--- config.mk ---
export PLATFORM = sky130hd
export DESIGN_NAME = ft601_rx_buffer
export DESIGN_NICKNAME = d
export VERILOG_FILES = /design/src/rtl/ft601_pkg.sv /design/src/rtl/sync_fifo_fwft.sv /design/src/rtl/ft601_rx_buffer.sv
export SDC_FILE = /design/constraint.sdc
export NUM_CORES = 1
export LEC_CHECK = 0
export CAP_MARGIN = 20
export CORE_MARGIN = 2
export CORE_UTILIZATION = 45
export DETAILED_ROUTE_END_ITERATION = 8
export PLACE_DENSITY = 0.67
export REMOVE_ABC_BUFFERS = 1
export SYNTH_ARGS = -nofsm -noshare
export SYNTH_HDL_FRONTEND = slang
export SYNTH_SLANG_ARGS = --single-unit
--- constraint.sdc ---
create_clock -name clk -period 5.8 [get_ports clk]
set_clock_uncertainty 0.15 [all_clocks]
set_input_delay 1.16 -clock clk [delete_from_list [all_inputs] [get_ports clk]]
set_output_delay 1.16 -clock clk [all_outputs]
set_load 0.01 [all_outputs]
--- src/rtl/ft601_pkg.sv ---
// ----------------------------------------------------------------------------
// ft601_pkg
// Definitions shared by the FT601 controller, the receive buffer and the top
// level: bus widths, the "all bytes valid" byte-enable pattern and the
// controller state encoding.
// ----------------------------------------------------------------------------
package ft601_pkg;

  localparam int FT601_DATA_W = 32;
  localparam int FT601_BE_W   = 4;

  localparam logic [FT601_BE_W-1:0] BE_ALL = 4'hF;

  // Controller state encoding. It lives here so that the controller, this
  // buffer and the top level all refer to one definition.
  typedef enum logic [2:0] {
    ST_IDLE    = 3'd0,
    ST_RD_WAIT = 3'd1,
    ST_RD      = 3'd2,
    ST_RD_DONE = 3'd3,
    ST_WR_WAIT = 3'd4,
    ST_WR      = 3'd5
  } state_t;

endpackage

--- src/rtl/sync_fifo_fwft.sv ---
// ----------------------------------------------------------------------------
// sync_fifo_fwft
// Generic single-clock first-word-fall-through FIFO. The head entry is read
// combinationally from the storage array, so a word written into an empty
// FIFO becomes visible one cycle after the write.
//
// Ports:
//   clk, rst    clock; synchronous active-high reset
//   clear       synchronous flush of pointers and level (storage untouched)
//   wr_en       write request; accepted when not full, or full with a read
//   wr_data     word to write
//   rd_en       read request; ignored while empty
//   rd_data     head entry (0 while empty)
//   level       current occupancy
//   level_next  occupancy after this edge
//   full, empty occupancy flags
// ----------------------------------------------------------------------------
module sync_fifo_fwft #(
  parameter  int DEPTH = 16,
  parameter  int W     = 32,
  localparam int AW    = $clog2(DEPTH),
  localparam int LW    = AW + 1
) (
  input  logic          clk,
  input  logic          rst,
  input  logic          clear,
  input  logic          wr_en,
  input  logic [W-1:0]  wr_data,
  input  logic          rd_en,
  output logic [W-1:0]  rd_data,
  output logic [LW-1:0] level,
  output logic [LW-1:0] level_next,
  output logic          full,
  output logic          empty
);

  logic [W-1:0]  mem_q [DEPTH];
  logic [AW-1:0] wr_ptr_q, wr_ptr_d;
  logic [AW-1:0] rd_ptr_q, rd_ptr_d;
  logic [LW-1:0] level_q, level_d;
  logic          do_push, do_pop;

  assign empty   = (level_q == '0);
  assign full    = (level_q == LW'(DEPTH));
  assign do_pop  = rd_en && !empty;
  // A full FIFO can still take a word when the head leaves in the same cycle.
  assign do_push = wr_en && (!full || do_pop);

  always_comb begin
    // NOTE: every output of this block gets a default first, so no path can
    // leave a value unassigned and infer a latch.
    wr_ptr_d = wr_ptr_q;
    rd_ptr_d = rd_ptr_q;
    level_d  = level_q;
    if (clear) begin
      wr_ptr_d = '0;
      rd_ptr_d = '0;
      level_d  = '0;
    end else begin
      if (do_push) wr_ptr_d = wr_ptr_q + AW'(1);
      if (do_pop)  rd_ptr_d = rd_ptr_q + AW'(1);
      unique case ({do_push, do_pop})
        2'b10:   level_d = level_q + LW'(1);
        2'b01:   level_d = level_q - LW'(1);
        default: level_d = level_q;
      endcase
    end
  end

  // NOTE: state flops use non-blocking assignments so every flop samples the
  // values from before the edge, regardless of statement order.
  always_ff @(posedge clk) begin
    if (rst) begin
      wr_ptr_q <= '0;
      rd_ptr_q <= '0;
      level_q  <= '0;
    end else begin
      wr_ptr_q <= wr_ptr_d;
      rd_ptr_q <= rd_ptr_d;
      level_q  <= level_d;
    end
  end

  // NOTE: the storage array is deliberately not reset; the level counter
  // already marks every entry invalid, and an unreset array maps to RAM.
  always_ff @(posedge clk) begin
    if (do_push && !clear) mem_q[wr_ptr_q] <= wr_data;
  end

  // Gated so the head reads as 0 while nothing valid is stored.
  assign rd_data    = empty ? '0 : mem_q[rd_ptr_q];
  assign level      = level_q;
  assign level_next = level_d;

  a_level_bound : assert property (@(posedge clk) disable iff (rst)
    level_q <= LW'(DEPTH));

endmodule

--- src/rtl/ft601_rx_buffer.sv ---
// ----------------------------------------------------------------------------
// ft601_rx_buffer
// Elastic buffer on the FT601 read path. Captures words while a read is in
// progress, stores them in a FWFT FIFO and raises back-pressure early enough
// that words still in the FT601 read pipeline have room to land.
//
// Ports:
//   clk, rst           FT601 CLKOUT domain; synchronous active-high reset
//   usb_data_in        FT601 data bus
//   be_in              FT601 byte enables
//   usb_rden_l         RD_N from the controller
//   usb_rx_empty       RXF_N from the FT601
//   flush              synchronous clear of buffered words
//   out_data           head word
//   out_valid          buffer not empty
//   out_ready          downstream accepts the head word
//   lycan_in_full      registered back-pressure into the controller
//   level              current occupancy
//   partial_drop_cnt   saturating count of words with partial byte enables
//   overflow_drop_cnt  saturating count of words lost to a full buffer
//   overflow_sticky    set on the first overflow, cleared only by rst
// ----------------------------------------------------------------------------
module ft601_rx_buffer
  import ft601_pkg::*;
#(
  parameter int DEPTH  = 16,
  parameter int MARGIN = 3,
  parameter int CNT_W  = 16
) (
  input  logic                      clk,
  input  logic                      rst,
  input  logic [FT601_DATA_W-1:0]   usb_data_in,
  input  logic [FT601_BE_W-1:0]     be_in,
  input  logic                      usb_rden_l,
  input  logic                      usb_rx_empty,
  input  logic                      flush,
  output logic [FT601_DATA_W-1:0]   out_data,
  output logic                      out_valid,
  input  logic                      out_ready,
  output logic                      lycan_in_full,
  output logic [$clog2(DEPTH):0]    level,
  output logic [CNT_W-1:0]          partial_drop_cnt,
  output logic [CNT_W-1:0]          overflow_drop_cnt,
  output logic                      overflow_sticky
);

  localparam int LW = $clog2(DEPTH) + 1;

  logic          cap, cap_full_word;
  logic          pop, push, part_drop, ovf_drop;
  logic          fifo_full, fifo_empty;
  logic [LW-1:0] level_next;

  logic             bp_q, bp_d;
  logic [CNT_W-1:0] part_cnt_q, part_cnt_d;
  logic [CNT_W-1:0] ovf_cnt_q, ovf_cnt_d;
  logic             sticky_q, sticky_d;

  assign cap           = !usb_rden_l && !usb_rx_empty;
  assign cap_full_word = cap && (be_in == BE_ALL);
  assign pop           = out_valid && out_ready;

  // A word captured during flush is discarded silently: it is neither stored
  // nor counted as a drop.
  assign push      = cap_full_word && !flush && (!fifo_full || pop);
  assign part_drop = cap && (be_in != BE_ALL) && !flush;
  assign ovf_drop  = cap_full_word && !flush && fifo_full && !pop;

  sync_fifo_fwft #(
    .DEPTH (DEPTH),
    .W     (FT601_DATA_W)
  ) u_fifo (
    .clk        (clk),
    .rst        (rst),
    .clear      (flush),
    .wr_en      (push),
    .wr_data    (usb_data_in),
    .rd_en      (out_ready),
    .rd_data    (out_data),
    .level      (level),
    .level_next (level_next),
    .full       (fifo_full),
    .empty      (fifo_empty)
  );

  assign out_valid = !fifo_empty;

  always_comb begin
    part_cnt_d = part_cnt_q;
    ovf_cnt_d  = ovf_cnt_q;
    sticky_d   = sticky_q || ovf_drop;
    // Threshold on the next level so the flag is registered yet still leaves
    // MARGIN free entries for words already in flight from the FT601.
    bp_d       = flush || (level_next >= LW'(DEPTH - MARGIN));
    if (part_drop && (part_cnt_q != '1)) part_cnt_d = part_cnt_q + CNT_W'(1);
    if (ovf_drop  && (ovf_cnt_q  != '1)) ovf_cnt_d  = ovf_cnt_q  + CNT_W'(1);
  end

  always_ff @(posedge clk) begin
    if (rst) begin
      bp_q       <= 1'b0;
      part_cnt_q <= '0;
      ovf_cnt_q  <= '0;
      sticky_q   <= 1'b0;
    end else begin
      bp_q       <= bp_d;
      part_cnt_q <= part_cnt_d;
      ovf_cnt_q  <= ovf_cnt_d;
      sticky_q   <= sticky_d;
    end
  end

  assign lycan_in_full     = bp_q;
  assign partial_drop_cnt  = part_cnt_q;
  assign overflow_drop_cnt = ovf_cnt_q;
  assign overflow_sticky   = sticky_q;

  a_no_pop_when_empty : assert property (@(posedge clk) disable iff (rst)
    pop |-> out_valid);

  a_head_stable : assert property (@(posedge clk) disable iff (rst)
    (out_valid && !out_ready && !flush) |=> $stable(out_data));

endmodule

; After elaboration in Yosys (flattened, before gate mapping)
; Memories as Yosys holds them, arrays and structs flattened. A register that Yosys moved wholly into a read port is not among the register bits.
; Cells that the tools add are included.
[totals]
register_bits = 47
ram_bits = 512
inputBits = 42
out_inout_bits = 72
elab_cells = 53
memories = 1
[memory_table]
columns = name, depth, width, rd, rd_ports_with_merged_regs, write_ports, line_no
row1 = u_fifo.mem_q, 16, 32, 1, 1, 1, sync_fifo_fwft.sv:37  ; logic [W-1:0] mem_q [DEPTH];
[classes]
addsub = 6
n_lt_le_gt_ge = 1
n_eq_ne = 7
n_mux = 7
n_reduce_logical = 24
[ops]
columns = cell, n
row1 = $add A16 B1 Y16 const B, 2
row2 = $mux W32, 1
row3 = $ne A16 B16 Y1 const B, 2
row4 = $logic_and A1 B1 Y1, 13
row5 = $pmux W5 S2, 1
row6 = $add A4 B1 Y4 const B, 2
row7 = $mux W4, 2
row8 = $logic_not A1 Y1, 6
row9 = $add A5 B1 Y5 const B, 1
row10 = $eq A5 B5 Y1 const B, 1
row11 = $ge A5 B4 Y1 const B, 1
row12 = $logic_not A5 Y1, 1
row13 = $mux W5, 1
row14 = $sub A5 B1 Y5 const B, 1
row15 = $eq A4 B4 Y1 const B, 1
row16 = $ne A4 B4 Y1 const B, 1
row17 = $logic_or A1 B1 Y1, 3
row18 = $eq A2 B1 Y1 const B, 1
row19 = $eq A2 B2 Y1 const B, 1
row20 = $mux W1, 2
row21 = $reduce_or A2 Y1, 1

; Logic depth before layout (Yosys ltp)
; Gate-level depths: netlist (run 1).
[depth]
depth_word = 11
depth_mapped = 12
mapped_depth_nobuf = 11

; Modules after synthesis
; From an unflattened synthesis (run 1), not the netlist that was laid out.
[unflattened]
hier_cells = 1117
area_unflattened_um2 = 22185.0
[modules_own_cells]
columns = module, instances, cells_per_inst, area_each_um2, seq_area_each_um2
row1 = sync_fifo_fwft, 1, 923, 20532.2, 15715.1
row2 = ft601_rx_buffer, 1, 194, 1652.8, 680.7

; Least setup slack after synthesis (run 1)
; OpenSTA, ideal clock, no wires.
[synth_path]
path_kind = input -> register
from = input usb_rden_l
to = memory u_fifo.mem_q[3][0] (enable)
setup_time_ns = 0.461
arrival_ns = 4.407
required_time_ns = 5.189
path_slack_ns = 0.782
stages = 4
n_path_buf = 0
cell_sequence = or3_1 > a211oi_2 > nand2_1 > nor3_1
[synth_via]
elab_chain_cells = 9
[synth_lines]
columns = item, line_no
row1 = start: declaration, ft601_rx_buffer.sv:34  ; input logic usb_rden_l,
row2 = $logic_not A1 Y1, ft601_rx_buffer.sv:59  ; assign cap = !usb_rden_l && !usb_rx_empty;
row3 = $logic_and A1 B1 Y1, ft601_rx_buffer.sv:59
row4 = $logic_and A1 B1 Y1, ft601_rx_buffer.sv:60  ; assign cap_full_word = cap && (be_in == BE_ALL);
row5 = $logic_and A1 B1 Y1 (2 in a row), ft601_rx_buffer.sv:65  ; assign push = cap_full_word && !flush && (!fifo_full || pop);
row6 = $logic_and A1 B1 Y1, sync_fifo_fwft.sv:47  ; assign do_push = wr_en && (!full || do_pop);
row7 = $logic_and A1 B1 Y1, sync_fifo_fwft.sv:87  ; if (do_push && !clear) mem_q[wr_ptr_q] <= wr_data;
row8 = $mux W1, sync_fifo_fwft.sv:87
row9 = $mux W1 (implied by the code), sync_fifo_fwft.sv:87
row10 = end: declaration, sync_fifo_fwft.sv:37
; No other way between the ends.

==> qor.yml, run 1 <==
outcome:
  status: "finished, final reports clean"
clock_network:
  cts_hold_buf: 0
  cts_tree: "built"
  cts_htree_levels: 2
  cts_resized: 0
  clk_pin_slew_ns: 0.06
  clock_path_buffers: 3
  cts.sinks: 563
  insertion_delay_ns: 0.59
  post_cts_buffers: 0
  numCtsBuffers: 54
  root_buffer: "clkbuf_16"
logic_synthesis:
  synth_edf_count: 512
  syn_inst: 1062
  ys_warn_count: 0
  syn_area_per_cell_um2: 20.8
  async_flop_share_pct: 0
  synth_area_mm2: 0.0221
  synthFlopType: "edfxtp_1"
  seq_area_frac_synth_pct: 74.3
  ys_ff_latch: 563
  ys_types: 48
drt:
  wire_per_inst_um: 24.1
  num_vias: 10700
  drc_errors: 0
  firstDrtPassIters: 5
  drt_iter0_drc: 910
  drtAntennaViolNets: 0
  viasPerCell: 5.72
  wl_um: 45200
floorplan:
  io-pin-count: 114
  fp.coreArea_mm2: 0.0486
  start_util_pct: 45.4
  dieWidth_um: 225
  die_area_mm2: 0.0508
  rows: 81
  dieHeight_um: 225
setup_path:
  crit_path_start_kind: "register"
  reg2reg_to: "lycan_in_full"
  reg2reg_depth: 11
  crit_type: "reg2out"
  worstSetupEndpointType: "primary output"
  r2r_start: "u_fifo.level[1]"
  ff2ff_setup_slack_ns: 2.30
  cp.required_ns: 4.49
  arrival_ns: 3.55
  cp_max_fo: 26
sta:
  tightestPinTransition_ns: 1.12
  period_needed_ns: 4.86
  fin_crit_sh_pct: 83.7
  max_freq_ghz: 0.206
  rsz0062_at_grt: "false"
  hold_viol: 0
  maxSlewViolCount: 0
  setup_violations: 0
  slew_headroom_pct: 25.7
  timing.hold.ws_ns: 0.317
placement:
  placedInstanceArea_mm2: 0.0241
  gp_congestion: 0.791
  dp_hpwl_um: 25600
  place_inst: 1774
  io_buffers: 113
finish:
  fin_area_mm2: 0.0259
  utilization_pct: 53.2
  multi_input_area_mm2: 0.00550
  regArea_mm2: 0.0164
  drive_above_1_share_pct: 24.1
  nets: 1260
  n_fill_cell: 3798
  syn_to_final_growth_pct: 17.3
  layout.cells.non_filler: 1874
pwr:
  max-vdd-ir-drop_mv: 0.212
  power_leakage_uw: 0.00780
  p_per_area_mw_per_mm2: 308
hold_path:
  min_path_type: "reg2reg"
  hold_start: "overflow_sticky"
  min_to: "overflow_sticky"
  hold_depth: 2
global_route:
  grt_pass1_wl_um: 68700
  overflow: 0
  grt_max_degree: 50
  antenna_found_initial: 3
  grt_usage_pct: 18.2
  grt_pass1_vias: 11000
job:
  max-cap-violations: 0
[cell families (layout without fill, tap and decap cells)]
family,count (synthesis),count (layout),synth area share (%)
flops,563,563,74.3
simple gates,176,176,4.24
mux,169,169,16.7
buf+inv,66,255,1.28
compound gates,43,43,1.50
xor+xnor,35,35,1.39
fa+ha+maj,10,10,0.567
other cells,0,1,0
[area by class of cell]
type | count | area share, %
well taps | 622 | 3.01
flip-flops and latches | 563 | 63.4
diodes | 1 | 0.00967
clock buffers | 64 | 5.37
clock inverters | 35 | 1.35
repair buffers | 143 | 5.43
inverters | 13 | 0.189
multi-input cells | 433 | 21.3
[sequential cells by signal, summed over array words and instances, names as in the netlist, named ones only]
name and count:
lycan_in_full 1, overflow_drop_cnt 16, overflow_sticky 1, partial_drop_cnt 16, u_fifo.level 5, u_fifo.mem_q 512, u_fifo.rd_ptr_q 4, u_fifo.wr_ptr_q 4
[worst max path at each step]
stage	from	end	slack, ns	cells past startpoint
after global routing	register	out_data[24]	0.71	5
after floorplan	register	out_data[0]	-2.11	3
after global placement	flush	lycan_in_full	1.11	12
final	register	out_data[24]	0.94	5
after detailed placement	flush	lycan_in_full	0.99	12
after CTS	register	out_data[24]	0.79	5
[metal layers]
metal	vias up	track usage (%)	wire length, µm
li1	4660	-	-
met1	5667	26.3	19900
met2	332	29.0	21900
met3	50	3.23	2730
met4	4	4.64	652
met5	-	0	26
[critical path, stage by stage, from the launching register on]
cell             delay [ns]
dfxtp_4                0.72
buf_4                  0.48
mux4_2                 0.60
mux4_2                 0.50
and2_1                 0.17
clkdlybuf4s50_1        0.47
[cells in the final DEF (no fill, tap or decap), types with 6 or more instances in the layout]
| cell | count |
|---|---|
| nand3_1 | 14 |
| nor2_1 | 50 |
| clkbuf_1 | 10 |
| mux2i_1 | 8 |
| xor2_1 | 7 |
| nand4_1 | 7 |
| and2_1 | 32 |
| dfxtp_1 | 47 |
| nor2_4 | 12 |
| clkbuf_16 | 54 |
| bufinv_16 | 6 |
| inv_1 | 13 |
| a2111oi_0 | 8 |
| nand2_1 | 19 |
| clkinv_2 | 13 |
| clkinv_1 | 10 |
| edfxtp_1 | 512 |
| a21oi_1 | 12 |
| xnor2_1 | 28 |
| buf_4 | 26 |
| a211oi_1 | 7 |
| nor3_1 | 6 |
| ha_1 | 10 |
| mux4_2 | 160 |
| clkdlybuf4s50_1 | 113 |
[stage by stage]
stage	setup TNS (ns)	power (µW)	setup WS [ns]
floorplan	-67.40	4520	-2.11
global placement	0	4600	1.11
detailed placement	0	4610	0.986
CTS	0	8040	0.791
global route	0	8190	0.711
finish	0	7960	0.944
[cell usage after synthesis, drive strengths merged (7+ instances only)]
master / instances / area share (%)
a2111oi: 11 / 0.52
a21oi: 12 / 0.27
buf: 22 / 0.53
a211oi: 8 / 0.29
nand2: 20 / 0.34
nand3: 14 / 0.32
xnor2: 28 / 1.1
mux2i: 8 / 0.36
nand4: 8 / 0.26
clkbuf: 31 / 0.53
mux4: 160 / 16
xor2: 7 / 0.28
nor2: 62 / 1.1
inv: 13 / 0.22
dfxtp: 51 / 4.6
ha: 10 / 0.57
nor3: 10 / 0.23
edfxtp: 512 / 70
and2: 32 / 0.91
[report_power, final]
| group | switching (µW) | leakage (µW) | internal, µW |
|---|---|---|---|
| clock network | 1460 | 0.000846 | 1980 |
| logic | 63.9 | 0.00195 | 32.2 |
| registers | 1.12 | 0.00501 | 4420 |
Note: power is estimated with default switching activity, not from simulation.
==> run 2: changes to the inputs <==
Settings changed: PLACE_DENSITY 0.67 to 0.69.
Clock period 5.8 ns to 4.23 ns, I/O delays scaled along.
==> run 2 against run 1 <==
  * Final cell count is 1.0% higher
  * Wire length is 2.3% higher
  * Power grew 38%
  * Setup slack got worse by 0.85 ns
  * Final area increased by 1.0%
  * Global-route usage rose by 0.22 points
  * Critical endpoint is now out_data[5]
  * Core utilization increased by 0.55 points
  * Die area is the same
==> qor.yml, run 2 (same netlist as run 1, synthesis figures left out) <==
global_route:
  grt_usage_pct: 18.4  # was 18.2%
  grt_max_degree: 57  # was 50
  overflow: 0  # unchanged
  grt_pass1_vias: 11100  # was 11000
  grt_pass1_wl_um: 68800  # was 68700 µm
  antenna_found_initial: 0  # was 3
floorplan:
  die_area_mm2: 0.0508  # unchanged
  dieHeight_um: 225  # unchanged
  dieWidth_um: 225  # unchanged
  rows: 81  # unchanged
  start_util_pct: 45.4  # unchanged
  fp.coreArea_mm2: 0.0486  # unchanged
  io-pin-count: 114  # unchanged
placement:
  dp_hpwl_um: 26000  # was 25600 µm
  placedInstanceArea_mm2: 0.0243  # was 0.0241 mm²
  io_buffers: 113  # unchanged
  gp_congestion: 0.804  # was 0.791
drt:
  firstDrtPassIters: 7  # was 5
  drtAntennaViolNets: 0  # unchanged
  num_vias: 10800  # was 10700
  viasPerCell: 5.72  # about the same
  drc_errors: 0  # unchanged
  wire_per_inst_um: 24.4  # was 24.1 µm
  drt_iter0_drc: 935  # was 910
  wl_um: 46200  # was 45200 µm
sta:
  maxSlewViolCount: 0  # unchanged
  fin_crit_sh_pct: 97.7
  max_freq_ghz: 0.242
  setup_violations: 0  # unchanged
  rsz0062_at_grt: "true"  # was false
  slew_headroom_pct: 60.5  # was 25.7%
  hold_viol: 0  # unchanged
  tightestPinTransition_ns: 0.577  # was 1.12 ns
  period_needed_ns: 4.13
  timing.hold.ws_ns: 0.323  # was 0.317 ns
setup_path:
  ff2ff_setup_slack_ns: 1.08  # was 2.30 ns
  cp_max_fo: 51  # was 26
  crit_chain: "buf_16, mux4_2, mux4_2, and2_1, clkdlybuf4s50_1"  # was buf_4, mux4_2, mux4_2, and2_1, clkdlybuf4s50_1
  critPathSlowestCell: "mux4_2"  # was dfxtp_4
  crit_path_start_kind: "register"  # unchanged
  crit_type: "reg2out"  # unchanged
  slowest_delay_ns: 0.59  # was 0.72 ns
  arrival_ns: 3.14  # was 3.55 ns
  cp.required_ns: 3.23  # was 4.49 ns
  cp_common_cell: "mux4_2"  # unchanged
  worstSetupEndpointType: "primary output"  # unchanged
finish:
  final_common_cell: "edfxtp_1"  # unchanged
  syn_to_final_growth_pct: 18.5  # was 17.3%
  diodes: 0  # was 1
  top_register: "u_fifo.mem_q"  # unchanged
  drive_above_1_share_pct: 25.0  # was 24.1%
  layout_common_cells: "512 x edfxtp_1, 160 x mux4_2, 105 x clkdlybuf4s50_1"  # was 512 x edfxtp_1, 160 x mux4_2, 113 x clkdlybuf4s50_1
  n_fill_cell: 3701  # was 3798
  fin_area_mm2: 0.0262  # was 0.0259 mm²
  largest_reg_flops: 512  # unchanged
  nets: 1276  # was 1260
clock_network:
  insertion_delay_ns: 0.60  # was 0.59 ns
  cts_tree: "built"  # unchanged
  cts.sinks: 563  # unchanged
  cts_hold_buf: 0  # unchanged
  clk_pin_slew_ns: 0.06  # about the same
  clock_path_buffers: 3  # unchanged
  root_buffer: "clkbuf_16"  # unchanged
  cts_htree_levels: 2  # unchanged
  numCtsBuffers: 56  # was 54
pwr:
  max-vdd-ir-drop_mv: 0.352  # was 0.212 mV
  p_per_area_mw_per_mm2: 419  # was 308 mW/mm²
  power_leakage_uw: 0.00808  # was 0.00780 µW
job:
  max-cap-violations: 0  # unchanged
outcome:
  status: "finished, final reports clean"  # unchanged
hold_path:
  min_path_type: "reg2reg"  # unchanged
## run 2: cell count changes in the layout (fill, tap and decap cells not counted), sizes merged, moves of 6 or more
cell           before  now
buf                30   43
clkdlybuf4s50     113  105
clkinv             24   30
dlymetal6s2s        0    8
## run 2: routing by layer
metal  vias to the layer above  global-route usage, %  routed length (µm)
li1                       4707                      -                   -
met1                      5748                   25.0               19300
met2                       313                   31.0               23400
met3                        57                   3.77                2780
met4                         0                   4.23                 753
met5                         -                      0                   0
## run 2: critical path: cells and delay by family (launching register included)
kind	cells	cell delay, ns
mux	2	1.10
flops	1	0.40
buf+inv	2	0.82
simple gates	1	0.18
## run 2: final cells by class
type / instances / area, µm² / share of cell area [%]
flip-flops and latches: 563 / 16400 / 62.7
repair buffers: 157 / 1650 / 6.30
multi-input cells: 433 / 5500 / 21.0
clock buffers: 65 / 1440 / 5.49
inverters: 13 / 48.8 / 0.187
clock inverters: 40 / 333 / 1.27
well taps: 622 / 778 / 2.98
## run 2: report_power, final
part / total (µW) / internal [µW] / switching [µW] / leakage, µW
sequential: 6060 / 6060 / 1.39 / 0.00501
clock: 4760 / 2690 / 2070 / 0.000865
combinational: 126 / 44.2 / 82.0 / 0.00220
## run 2: metrics by stage
stage | util, % | setup TNS (ns) | total power [µW] | worst slack (ns) | instances
detailed placement | 50.0 | 0 | 6310 | 0.179 | 1787
global route | 53.8 | -0.106 | 11300 | -0.0436 | 1893
floorplan | - | -164.30 | 6200 | -3.36 | 1009
global placement | 50.0 | 0 | 6300 | 0.280 | 1787
CTS | 53.7 | 0 | 11000 | 0.00408 | 1892
finish | 53.8 | 0 | 10900 | 0.0957 | 1893
## run 2: timing repair
item,in CTS,in global routing
gates resized for setup,1,10
setup buffers,0,0
endpoints found under the setup margin,2,15
## run 2: final timing paths
path | from | endpoint | depth (start not counted)
max | register | out_data[5] | 5
min reg2reg | overflow_sticky | overflow_sticky | 2
min | overflow_sticky | overflow_sticky | 2
max reg2reg | u_fifo.level[2] | lycan_in_full | 11
